### config.mk
export PLATFORM = sky130hd
export DESIGN_NAME = mem_arbiter
export DESIGN_NICKNAME = d
export VERILOG_FILES = /design/src/rtl/mem_arbiter.sv
export SDC_FILE = /design/constraint.sdc
export NUM_CORES = 1
export LEC_CHECK = 0
export BUFFER_PORTS_ARGS = -buffer_cell sky130_fd_sc_hd__buf_2
export CORE_AREA = 4 4 301 303
export DETAILED_ROUTE_END_ITERATION = 10
export DIE_AREA = 0 0 305 307
export PLACE_DENSITY = 0.42
export REMOVE_ABC_BUFFERS = 1
export SYNTH_ARGS = -nofsm -noshare
export SYNTH_HDL_FRONTEND = slang
export SYNTH_SLANG_ARGS = --single-unit
### constraint.sdc
create_clock -name clk -period 2.2 [get_ports clk]
set_input_delay 0.11 -clock clk [delete_from_list [all_inputs] [get_ports clk]]
set_output_delay 0.11 -clock clk [all_outputs]
set_load 0.005 [all_outputs]
### src/rtl/mem_arbiter.sv
// Arbitrates the single main-memory port between the icache fill path and the dcache fill/write-back path.
// Optional ARB_DPRIO_EN: fixed dcache priority on ties instead of round-robin.
module mem_arbiter #(
    parameter int MEM_LAT = 5,
    parameter int CNT_W   = 12
) (
    input  logic               clk,
    input  logic               rst,
    input  logic               i_req,
    input  logic [31:0]        i_addr,
    output logic               i_done,
    output logic [127:0]       i_rdata,
    input  logic               d_req,
    input  logic               d_wr,
    input  logic [31:0]        d_addr,
    input  logic [127:0]       d_wdata,
    output logic               d_done,
    output logic [127:0]       d_rdata,
    output logic [31:0]        addr_mem,
    output logic               rd_mem,
    output logic               wr_mem,
    output logic [127:0]       data_in_mem,
    input  logic [127:0]       data_out_mem,
    output logic               busy,
    output logic [CNT_W-1:0]   i_grants,
    output logic [CNT_W-1:0]   d_grants
);

    localparam logic [1:0]  ST_IDLE   = 2'd0;
    localparam logic [1:0]  ST_ACCESS = 2'd1;
    localparam logic [1:0]  ST_DONE   = 2'd2;
    localparam logic [3:0]  LAT_LAST  = 4'(MEM_LAT - 1);
    localparam logic [31:0] LINE_MASK = 32'hFFFF_FFF0;

    logic [1:0] state_r;
    logic [3:0] lat_cnt_r;
    logic       own_d_r;
    logic       wr_r;
    logic       grant_s;
    logic       grant_d_s;
    logic       is_wr_s;

`ifndef ARB_DPRIO_EN
    logic       rr_r;
`endif

    // Arbitration decision for the current IDLE cycle
    always_comb begin
        grant_s   = 1'b0;
        grant_d_s = 1'b0;
        if (i_req || d_req) begin
            grant_s = 1'b1;
`ifdef ARB_DPRIO_EN
            grant_d_s = d_req;
`else
            grant_d_s = d_req && (!i_req || !rr_r);
`endif
        end else begin
            grant_s   = 1'b0;
            grant_d_s = 1'b0;
        end
    end

    assign is_wr_s = grant_d_s && d_wr;

`ifndef ARB_DPRIO_EN
    // Round-robin pointer: favours the requester that did not own the last completion
    always_ff @(posedge clk or negedge rst) begin
        if (!rst) begin
            rr_r <= 1'b0;
        end else if (state_r == ST_ACCESS && lat_cnt_r == LAT_LAST) begin
            rr_r <= own_d_r;
        end
    end
`endif

    // Transaction FSM with registered memory strobes, done pulses and statistics
    always_ff @(posedge clk or negedge rst) begin
        if (!rst) begin
            state_r     <= ST_IDLE;
            lat_cnt_r   <= 4'd0;
            own_d_r     <= 1'b0;
            wr_r        <= 1'b0;
            addr_mem    <= 32'd0;
            data_in_mem <= 128'd0;
            rd_mem      <= 1'b0;
            wr_mem      <= 1'b0;
            busy        <= 1'b0;
            i_done      <= 1'b0;
            d_done      <= 1'b0;
            i_rdata     <= 128'd0;
            d_rdata     <= 128'd0;
            i_grants    <= {CNT_W{1'b0}};
            d_grants    <= {CNT_W{1'b0}};
        end else begin
            case (state_r)
                ST_IDLE: begin
                    i_done <= 1'b0;
                    d_done <= 1'b0;
                    if (grant_s) begin
                        own_d_r     <= grant_d_s;
                        wr_r        <= is_wr_s;
                        addr_mem    <= (grant_d_s ? d_addr : i_addr) & LINE_MASK;
                        data_in_mem <= grant_d_s ? d_wdata : 128'd0;
                        rd_mem      <= !is_wr_s;
                        wr_mem      <= is_wr_s;
                        busy        <= 1'b1;
                        lat_cnt_r   <= 4'd0;
                        state_r     <= ST_ACCESS;
                    end
                end
                ST_ACCESS: begin
                    lat_cnt_r <= lat_cnt_r + 4'd1;
                    if (lat_cnt_r == LAT_LAST) begin
                        rd_mem  <= 1'b0;
                        wr_mem  <= 1'b0;
                        state_r <= ST_DONE;
                        // Write-backs leave d_rdata untouched
                        if (own_d_r) begin
                            d_done   <= 1'b1;
                            d_grants <= d_grants + CNT_W'(1);
                            if (!wr_r) begin
                                d_rdata <= data_out_mem;
                            end
                        end else begin
                            i_done   <= 1'b1;
                            i_grants <= i_grants + CNT_W'(1);
                            i_rdata  <= data_out_mem;
                        end
                    end
                end
                ST_DONE: begin
                    i_done  <= 1'b0;
                    d_done  <= 1'b0;
                    busy    <= 1'b0;
                    state_r <= ST_IDLE;
                end
                default: begin
                    i_done  <= 1'b0;
                    d_done  <= 1'b0;
                    rd_mem  <= 1'b0;
                    wr_mem  <= 1'b0;
                    busy    <= 1'b0;
                    state_r <= ST_IDLE;
                end
            endcase
        end
    end

endmodule

==> out/qor.csv <==
metric;value;unit
cp_common_cell;buf_12;
die-area;93600;um^2
slew_violations;0;
ir_drop;0.555;mV
fin_crit_sh;105;%
worstSetupStartpointType;flop;
root_buffer;clkbuf_16;
synth_cell_types;42;
antenna_found_initial;5;
avgRoutedWirePerCell;18.4;um
grt_pass1_vias;15100;
max_freq;0.435;GHz
core_area;88000;um^2
syn_inst;1107;
final-seq-area;11300;um^2
multi_input_area;5510;um^2
finalClockSkew;16.3;ps
use_met3;4.40;%
setup_slack;-101;ps
vias;13700;
dominantRegCellSynth;dfrtp_1;
p_per_area;1260;nW/um^2
ys_seq_area_share;66.4;%
drive_above_1_share;49.8;%
via_per_inst;3.95;
drc;0;
ant_nets;0;
status;finished, violations left;
synth.cell_area;17000;um^2
hold_ws;82.6;ps
setup_viol;245;
h-tree-depth;2;
yosysWarnings;0;
fin_setup_tns;-13170;ps
slew_headroom;60.1;%
gp_congestion;0.800;
firstDrtPassIters;6;
io_buffer_count;757;
layout_min_cycle_time;2300;ps
final_util;32.2;%
cts_tree;built;
clk_path_buf_depth;3;
synth.avg_cell_area;15.3;um^2
finalInstanceArea;28300;um^2
final_common_cell;buf_2;
drt_iter0_markers;463;
hold_viol_final;0;
grtUsageTotal;12.5;%
numCtsBuffers;51;
rows;109;
die_h;307;um
path_max_fanout;11;
worstPathArrival;2770;ps
cpPeakStageDelay;390;ps
overflow;0;
worstSkewPairLatency;580;ps
ys_ff_latch;450;
async_reset_ff_share;100;%
rsz0062_at_grt;yes;
worstSetupEndpointType;flop;
crit_type;reg2reg;
ff2ff_setup_slack;-100;ps
finalWirelength;64000;um
cp_slowest_cell;dfrtp_1;
syn_to_final_growth;66.9;%
die_w;305;um
hpwl;45200;um
placed_cell_area;22600;um^2
fin_nets;2596;
required;2670;ps
worstPathCellList;inv_2, ha_4, or3b_4, or2_4, nor2_4, buf_12, clkbuf_16, buf_12, mux2_2;
top_usage_layer;met2;
path_clk_slew;70;ps
final_cell_mix;buf_2, dfrtp_1, dlygate4sd3_1, mux2_2, a22o_1;
boundaryPins;770;
hp-class;in2async;
violations;negative setup slack;
place_ws;-137;ps
grt_util_met1;14.1;%
p_leak;14.1;nW
synth-edff-count;0;
cts_sinks;450;
nFillCells;8871;
cap_violations;0;
use_met2;22.6;%
grt_max_degree;107;
grt_pass1_wl;92600;um
start_util;19.3;%
tightest_slew;598;ps
[cell type report]
cell class	instances	share of cell area [%]
diodes	6	0.0530
clock buffers	74	5.31
clock inverters	19	0.729
inverters	7	0.0928
multi-input cells	581	19.5
flip-flops and latches	450	39.8
well taps	1165	5.15
repair buffers	1176	29.4
[state kept, by name, summed over array words and instances (netlist names), 2 cells and up]
register	count
i_rdata	128
d_rdata	128
i_grants	12
state_r	2
d_grants	12
addr_mem	28
lat_cnt_r	4
data_in_mem	128
[per-layer routing]
layer	wire length, um	part of all wire, %
met5	13	0.020
met4	1410	2.2
met3	5420	8.5
met2	32000	50
met1	25200	39
[critical path: cells and delay by family (launching register included)]
family / cells / cell delay, ps
and+or+nand+nor: 3 / 740
adders and majority gates: 1 / 120
buffers and inverters: 4 / 570
DFF: 1 / 390
muxes: 1 / 330
[where the power goes]
part	switching, W	total [W]	leakage, nW	internal, W
logic	0.00549	0.0125	7.55	0.00703
registers	0.00225	0.0144	5.65	0.0122
clock network	0.00347	0.00866	0.857	0.00519
[synth_stat cells (2+ instances only)]
library cell / instances / area share [%]
mux2i_1: 28 / 1.7
buf_1: 2 / 0.044
and4_1: 2 / 0.10
o21ai_0: 34 / 1.0
clkbuf_1: 36 / 0.80
buf_2: 7 / 0.21
dfrtp_1: 450 / 66
buf_4: 14 / 0.62
nand2_1: 48 / 1.1
nor2b_1: 2 / 0.074
ha_1: 4 / 0.29
mux2_2: 147 / 9.8
xnor2_1: 9 / 0.46
inv_1: 7 / 0.15
a21o_1: 2 / 0.088
nor2_1: 5 / 0.11
a22o_1: 128 / 6.6
nor4_1: 4 / 0.15
nor3_1: 4 / 0.12
nand4_1: 6 / 0.22
nand3_1: 12 / 0.35
xor2_1: 15 / 0.77
buf_6: 13 / 0.86
mux2_1: 110 / 7.3
[through the flow]
stage                     std cells  total power, W
final                          3478          0.0356
after detailed placement       3041          0.0260
after global placement         3041          0.0258
after global routing           3475          0.0379
after floorplan                1038          0.0191
after CTS                      3457          0.0356
[worst paths after layout]
path / startpoint / to / cells after the start
max: lat_cnt_r[1]$_DFFE_PN0P_ / d_rdata[108]$_DFFE_PN0P_ / 9
min: rst / i_rdata[22]$_DFFE_PN0P_ / 2
max reg2reg: lat_cnt_r[1]$_DFFE_PN0P_ / d_rdata[108]$_DFFE_PN0P_ / 9
min reg2reg: d_grants[11]$_DFFE_PN0P_ / d_grants[11]$_DFFE_PN0P_ / 1
max in group asynchronous: rst / data_in_mem[112]$_DFFE_PN0P_ / 3
min in group clk: d_wdata[101] / data_in_mem[101]$_DFFE_PN0P_ / 3
[logic make-up after synthesis]
kind of cell	after synthesis	share of synthesized area, %
AND/OR/NAND/NOR	95	2.79
adder cells (fa/ha/maj)	4	0.295
XOR/XNOR	24	1.24
other	1	0.0221
flip-flops	450	66.4
multiplexers	285	18.7
buffers and inverters	79	2.68
AO/OA/AOI/OAI	169	7.91
[timing repair]
item,4_1_cts,5_1_grt
hold buffers,317,1
buffers inserted,5,3
hold endpoints to repair,560,2
gates cloned,1,13
pin swaps,0,2
resized for setup,28,77
setup endpoints to repair,247,256
Power figures use the tool's default switching activity.
